==> src/rtl/pe_loop_sequencer_pkg.sv <==
// Shared definitions for the PE loop sequencer: FSM states, default loop
// limits and the address widths derived from them.
package PECtlCfg;

   typedef enum logic [1:0] {
      IDLE  = 2'd0,
      RUN   = 2'd1,
      DRAIN = 2'd2,
      DONE  = 2'd3
   } state_t;

   localparam int S_MAX_DEF = 4;
   localparam int C_MAX_DEF = 8;
   localparam int M_MAX_DEF = 8;
   localparam int W_MAX_DEF = 64;

   // Address width for a pad of the given depth; never narrower than one bit.
   function automatic int addr_width(input int depth);
      return (depth > 1) ? $clog2(depth) : 1;
   endfunction

   function automatic int max_int(input int a, input int b);
      return (a > b) ? a : b;
   endfunction

   localparam int IP_AW_DEF = addr_width(S_MAX_DEF * C_MAX_DEF);
   localparam int WP_AW_DEF = addr_width(S_MAX_DEF * C_MAX_DEF * M_MAX_DEF);
   localparam int PP_AW_DEF = addr_width(M_MAX_DEF);

endpackage

==> src/rtl/pe_loop_sequencer_counter.sv <==
// Bounded up-counter: counts 0..bound-1 while enabled; wrap flags the last value.
module pe_loop_counter
   import PECtlCfg::*;
#(
   parameter int WIDTH = 4
) (
   input  logic             clk,
   input  logic             srst,
   input  logic             en,
   input  logic             clr,
   input  logic [WIDTH-1:0] bound,
   output logic [WIDTH-1:0] count,
   output logic             wrap
);

   logic [WIDTH-1:0] count_reg;

   assign count = count_reg;
   assign wrap  = (count_reg == bound - WIDTH'(1));

   always_ff @(posedge clk) begin
      if (srst || clr) begin
         count_reg <= '0;
      end else if (en) begin
         count_reg <= wrap ? '0 : count_reg + WIDTH'(1);
      end
   end

endmodule

==> src/rtl/pe_loop_sequencer.sv <==
// Loop-nest sequencer for a processing element: walks w/c/s/m, issues pad
// addresses and carries each token through a fetch -> mult -> sum pipeline.
module pe_loop_sequencer
   import PECtlCfg::*;
#(
   parameter int S_MAX = S_MAX_DEF,
   parameter int C_MAX = C_MAX_DEF,
   parameter int M_MAX = M_MAX_DEF,
   parameter int W_MAX = W_MAX_DEF,
   localparam int SW    = $clog2(S_MAX + 1),
   localparam int CW    = $clog2(C_MAX + 1),
   localparam int MW    = $clog2(M_MAX + 1),
   localparam int WW    = $clog2(W_MAX + 1),
   localparam int IP_AW = addr_width(S_MAX * C_MAX),
   localparam int WP_AW = addr_width(S_MAX * C_MAX * M_MAX),
   localparam int PP_AW = addr_width(M_MAX)
) (
   input  logic             i_clk,
   input  logic             i_rst,
   input  logic             i_start,
   input  logic [SW-1:0]    i_cfg_s,
   input  logic [CW-1:0]    i_cfg_c,
   input  logic [MW-1:0]    i_cfg_m,
   input  logic [WW-1:0]    i_cfg_w,
   input  logic             i_stall,
   input  logic             i_win_valid,
   output logic             o_win_pop,
   output logic [IP_AW-1:0] o_ip_addr,
   output logic [WP_AW-1:0] o_wp_addr,
   output logic [PP_AW-1:0] o_pp_addr,
   output logic             o_fetch_valid,
   output logic             o_mult_valid,
   output logic             o_sum_valid,
   output logic             o_sum_fstpix,
   output logic             o_forward,
   output logic             o_busy,
   output logic             o_done,
   output logic             o_cfg_err
);

   localparam int CNT_W = max_int(max_int(SW, CW), max_int(MW, WW));

   state_t state_reg, state_next;

   logic [SW-1:0] cfg_s_reg;
   logic [CW-1:0] cfg_c_reg;
   logic [MW-1:0] cfg_m_reg;
   logic [WW-1:0] cfg_w_reg;
   logic          drain_reg;
   logic          cfg_err_reg;

   logic cfg_ok, accept, fetch, pix_last, pass_last;

   // Counter chain index: 0=m (innermost), 1=s, 2=c, 3=w (outermost).
   logic [CNT_W-1:0] bound [4];
   logic [CNT_W-1:0] count [4];
   logic [3:0]       wrap;
   logic [4:0]       en_chain;

   logic [IP_AW-1:0] ip_next;
   logic [WP_AW-1:0] wp_next;

   logic             fetch_valid_reg, mult_valid_reg, sum_valid_reg;
   logic [IP_AW-1:0] ip_addr_reg;
   logic [WP_AW-1:0] wp_addr_reg;
   logic [PP_AW-1:0] pp_f_reg, pp_m_reg, pp_s_reg;
   logic             fst_f_reg, fst_m_reg, fst_s_reg;
   logic             fwd_f_reg, fwd_m_reg, fwd_s_reg;

   assign cfg_ok = (i_cfg_s != '0) && (i_cfg_s <= SW'(S_MAX)) &&
                   (i_cfg_c != '0) && (i_cfg_c <= CW'(C_MAX)) &&
                   (i_cfg_m != '0) && (i_cfg_m <= MW'(M_MAX)) &&
                   (i_cfg_w != '0) && (i_cfg_w <= WW'(W_MAX));

   assign accept = (state_reg == IDLE) && i_start && cfg_ok && !i_stall && !i_rst;
   assign fetch  = (state_reg == RUN) && i_win_valid && !i_stall && !i_rst;

   assign bound[0] = CNT_W'(cfg_m_reg);
   assign bound[1] = CNT_W'(cfg_s_reg);
   assign bound[2] = CNT_W'(cfg_c_reg);
   assign bound[3] = CNT_W'(cfg_w_reg);

   assign en_chain[0] = fetch;

   generate
      for (genvar gi = 0; gi < 4; gi++) begin : g_loop
         pe_loop_counter #(.WIDTH(CNT_W)) u_cnt (
            .clk   (i_clk),
            .srst  (i_rst),
            .en    (en_chain[gi]),
            .clr   (accept),
            .bound (bound[gi]),
            .count (count[gi]),
            .wrap  (wrap[gi])
         );
         assign en_chain[gi+1] = en_chain[gi] && wrap[gi];
      end
   endgenerate

   // A fetch that carries the m, s and c chains closes the current pixel.
   assign pix_last  = en_chain[3];
   assign pass_last = en_chain[4];
   assign o_win_pop = pix_last;

   assign ip_next = IP_AW'(int'(count[1]) * C_MAX + int'(count[2]));
   assign wp_next = WP_AW'((int'(count[1]) * C_MAX + int'(count[2])) * M_MAX + int'(count[0]));

   always_comb begin
      state_next = state_reg;
      o_busy     = 1'b0;
      o_done     = 1'b0;
      unique case (state_reg)
         IDLE:  if (i_start && cfg_ok) state_next = RUN;
         RUN: begin
            o_busy = 1'b1;
            if (pass_last) state_next = DRAIN;
         end
         DRAIN: begin
            o_busy = 1'b1;
            if (drain_reg) state_next = DONE;
         end
         DONE: begin
            o_done     = 1'b1;
            state_next = IDLE;
         end
         default: state_next = IDLE;
      endcase
   end

   always_ff @(posedge i_clk) begin
      if (i_rst) begin
         state_reg       <= IDLE;
         cfg_s_reg       <= '0;
         cfg_c_reg       <= '0;
         cfg_m_reg       <= '0;
         cfg_w_reg       <= '0;
         drain_reg       <= 1'b0;
         cfg_err_reg     <= 1'b0;
         fetch_valid_reg <= 1'b0;
         mult_valid_reg  <= 1'b0;
         sum_valid_reg   <= 1'b0;
         ip_addr_reg     <= '0;
         wp_addr_reg     <= '0;
         pp_f_reg        <= '0;
         pp_m_reg        <= '0;
         pp_s_reg        <= '0;
         fst_f_reg       <= 1'b0;
         fst_m_reg       <= 1'b0;
         fst_s_reg       <= 1'b0;
         fwd_f_reg       <= 1'b0;
         fwd_m_reg       <= 1'b0;
         fwd_s_reg       <= 1'b0;
      end else if (!i_stall) begin
         state_reg   <= state_next;
         // DRAIN lasts exactly two cycles: enough for mult and sum to empty.
         drain_reg   <= (state_reg == DRAIN) && !drain_reg;
         cfg_err_reg <= (state_reg == IDLE) && i_start && !cfg_ok;
         if (accept) begin
            cfg_s_reg <= i_cfg_s;
            cfg_c_reg <= i_cfg_c;
            cfg_m_reg <= i_cfg_m;
            cfg_w_reg <= i_cfg_w;
         end

         fetch_valid_reg <= fetch;
         if (fetch) begin
            ip_addr_reg <= ip_next;
            wp_addr_reg <= wp_next;
            pp_f_reg    <= PP_AW'(count[0]);
            fst_f_reg   <= (count[1] == '0) && (count[2] == '0);
            fwd_f_reg   <= pix_last;
         end

         // Flags are qualified by valid so a bubble never carries stale markers.
         mult_valid_reg <= fetch_valid_reg;
         pp_m_reg       <= pp_f_reg;
         fst_m_reg      <= fetch_valid_reg && fst_f_reg;
         fwd_m_reg      <= fetch_valid_reg && fwd_f_reg;

         sum_valid_reg  <= mult_valid_reg;
         pp_s_reg       <= pp_m_reg;
         fst_s_reg      <= mult_valid_reg && fst_m_reg;
         fwd_s_reg      <= mult_valid_reg && fwd_m_reg;
      end
   end

   // The psum pad is touched by the sum stage, so its address leaves with that stage.
   assign o_ip_addr     = ip_addr_reg;
   assign o_wp_addr     = wp_addr_reg;
   assign o_pp_addr     = pp_s_reg;
   assign o_fetch_valid = fetch_valid_reg;
   assign o_mult_valid  = mult_valid_reg;
   assign o_sum_valid   = sum_valid_reg;
   assign o_sum_fstpix  = fst_s_reg;
   assign o_forward     = fwd_s_reg;
   assign o_cfg_err     = cfg_err_reg;

endmodule

==> config.mk <==
export PLATFORM = sky130hd
export DESIGN_NAME = pe_loop_sequencer
export DESIGN_NICKNAME = d
export VERILOG_FILES = /design/src/rtl/pe_loop_sequencer_pkg.sv /design/src/rtl/pe_loop_sequencer_counter.sv /design/src/rtl/pe_loop_sequencer.sv
export SDC_FILE = /design/constraint.sdc
export NUM_CORES = 1
export LEC_CHECK = 0
export CORE_MARGIN = 2
export CORE_UTILIZATION = 40
export CTS_CLUSTER_SIZE = 25
export DETAILED_ROUTE_END_ITERATION = 7
export PLACE_DENSITY = 0.66
export REMOVE_ABC_BUFFERS = 1
export SLEW_MARGIN = 0
export SYNTH_ARGS = -nofsm -noshare
export SYNTH_HDL_FRONTEND = slang
export SYNTH_SLANG_ARGS = --single-unit
==> constraint.sdc <==
create_clock -name i_clk -period 2.4 [get_ports i_clk]
set_input_delay 0.24 -clock i_clk [delete_from_list [all_inputs] [get_ports i_clk]]
set_output_delay 0.24 -clock i_clk [all_outputs]
set_load 0.005 [all_outputs]
==> results_dict.tcl <==
set metrics [dict create \
    status "complete, no violations" \
    synthDistinctLibCells 58 \
    grt_max_degree 41 \
    layout_commonest_cell "dfxtp_1" \
    coreArea_mm2 0.009774 \
    diodes 0 \
    p_per_area_mw_per_mm2 468.3 \
    hold_class "reg2reg" \
    hpwl_um 6663 \
    worstPathMaxFanout 6 \
    syn_inst 459 \
    placed_cells 654 \
    drc 0 \
    final_layout_size_suffix_gt1_share_pct 15.19 \
    yosysWarnings 0 \
    synth_ff_type "dfxtp_1" \
    postSynthAreaPerCell_um2 8.780 \
    finalMaxSlewViolations 0 \
    most-common-layout-cells "dfxtp_1, nor2_1, clkdlybuf4s50_1, nand2_1, buf_4" \
    root_buffer "clkbuf_8" \
    overflow 0 \
    cts_tree "built" \
    ir_worst_vdd_mv 0.2436 \
    cp_slowest_cell "o21ai_0" \
    start_kind "register" \
    avgRoutedWirePerCell_um 13.59 \
    syn2layout_area_growth_pct 27.63 \
    dr.pass1.iters 4 \
    drtIter0Drc 111 \
    clockBufferDepth 2 \
    p_leak_nw 2.152 \
    ys_ff_latch 78 \
    arrival_ns 2.57 \
    ys_seq_area_share_pct 38.75 \
    maxCapViolations 0 \
    cp.required_ns 2.68 \
    final_nets 579 \
    finalCritPeriodShare_pct 95.32 \
    final.setup.tns_ns 0 \
    hold_viol 0 \
    pin_count 48 \
    globalRouteTotalUtil_pct 17.37 \
    synth-edff-count 0 \
    rows 36 \
    worst_slew_pin_slew_ns 0.4386 \
    die_x_um 104.4 \
    start_util_pct 41.23 \
    path_clk_slew_ns 0.09 \
    die_area_mm2 0.01089 \
    setup_viol 0 \
    min_period_ns 2.288 \
    clkLatencyLatePin_ns 0.36 \
    drt_wl_total_um 9147 \
    fin_cells 673 \
    ant_nets 0 \
    synthArstFlopShare_pct 0 \
    antenna_found_initial 0 \
    port_buffers 47 \
    gp_congestion 0.7951 \
    path_buf_inv 0 \
    largest_reg_flops 28 \
    grt_pass1_wl_um 15480 \
    path_delay_family "compound AO/OA/AOI/OAI gates" \
    clock-sinks 78 \
    path_class "reg2reg" \
    syn-cell-area_mm2 0.004030 \
    cp_cell_sequence "nor3_1, a21oi_1, o21ai_0, a221oi_4, and2_2, nand3b_1, o31ai_2" \
    ctsHoldBuffers 0 \
    worstSetupEndpointType "register" \
    dieHeight_um 104.4 \
    cts_made_buffers 9 \
    slew_headroom_pct 70.45 \
    grt_pass1_vias 3282 \
    cts.htree.levels 3 \
    fin_skew_ns 0.01374 \
    crit_path_max_incr_delay_ns 0.40 \
    fmax_mhz 437.1 \
    num_vias 3436 \
    via_per_inst 5.105 \
]
layer usage:
layer / share of wire (%) / vias to the layer above / global-route usage, %
li1: - / 1747 / -
met1: 47 / 1605 / 22.69
met2: 46 / 67 / 28.06
met3: 4.5 / 17 / 3.195
met4: 2.2 / 0 / 7.336
met5: 0 / - / 0
power breakdown:
group	total [mW]	internal (mW)	leakage [nW]	switching, mW
registers	1.30	1.30	0.629	0.00506
clock network	0.944	0.397	0.0863	0.547
logic	0.162	0.0799	1.44	0.0817
total	2.41	1.78	2.15	0.634
logic make-up (layout without fill, tap and decap cells):
logic type | after synthesis | in the layout | share of synthesized area (%)
flops | 78 | 78 | 38.75
xor+xnor | 43 | 43 | 10.06
fa+ha+maj | 21 | 21 | 6.706
buf+inv | 37 | 118 | 3.539
compound gates | 64 | 64 | 10.12
mux | 31 | 31 | 8.041
simple gates | 185 | 185 | 22.79
what timing repair did:
action,CTS,global route
pin swaps,2,8
resized for setup,3,20
setup endpoints to repair,1,16
setup buffers,0,4
gates cloned,0,0
path summary, 6_finish.rpt:
check,startpoint,to,slack (ns),depth (start not counted)
min reg2reg,o_wp_addr[5],o_wp_addr[5],0.46,2
max reg2reg,cfg_w_reg[2],g_loop[3].u_cnt.count[3],0.11,7
max,cfg_w_reg[2],g_loop[3].u_cnt.count[3],0.11,7
min,o_wp_addr[5],o_wp_addr[5],0.46,2
cells in the mapped netlist (2+ instances only):
master / number / area [um^2]
a211oi_1: 4 / 30.03
a21o_1: 2 / 15.01
a21oi_1: 19 / 95.09
a22oi_1: 3 / 22.52
a2bb2oi_1: 3 / 26.28
and2_1: 4 / 25.02
and3_1: 9 / 56.30
buf_2: 2 / 10.01
clkbuf_1: 13 / 48.80
dfxtp_1: 78 / 1562
ha_1: 20 / 250.2
inv_1: 20 / 75.07
mux2i_1: 29 / 290.3
nand2_1: 36 / 135.1
nand2b_1: 2 / 12.51
nand3_1: 20 / 100.1
nand3b_1: 2 / 15.01
nand4_1: 11 / 68.82
nor2_1: 64 / 240.2
nor2_2: 2 / 12.51
nor3_1: 12 / 60.06
nor3b_1: 3 / 22.52
nor4_1: 4 / 25.02
o2111ai_1: 2 / 17.52
o21a_1: 2 / 15.01
o21ai_0: 17 / 85.08
o31ai_1: 4 / 30.03
or3_1: 3 / 18.77
xnor2_1: 19 / 166.4
xor2_1: 22 / 192.7
final cells by class:
class | count | area [um^2]
fillers | 911 | 4631
repair buffers | 82 | 740.7
clock buffers | 9 | 123.9
inverters | 20 | 75.07
clock inverters | 7 | 62.56
multi-input cells | 344 | 2411
well taps | 133 | 166.4
flip-flops and latches | 78 | 1564
metrics by stage:
step           area, um^2  worst slack (ns)  power (mW)  utilization (%)  hold slack (ns)
6_report             5144            0.1123       2.409            52.62           0.4561
5_1_grt              5144          -0.03242       2.506            52.62           0.4829
4_1_cts              5056           0.01119       2.435            51.73           0.4592
3_5_place_dp         4865          -0.07653       1.492            49.77           0.4462
3_3_place_gp         4865           0.02511       1.491            49.77           0.4447
2_1_floorplan        3963           -0.9569       1.394                -           0.3091
worst min-delay path, stage by stage (launching register included):
cell and delay, ns:
dfxtp_1 0.32, nand2_1 0.05, a21oi_1 0.05
(Power assumes the default switching activity.)
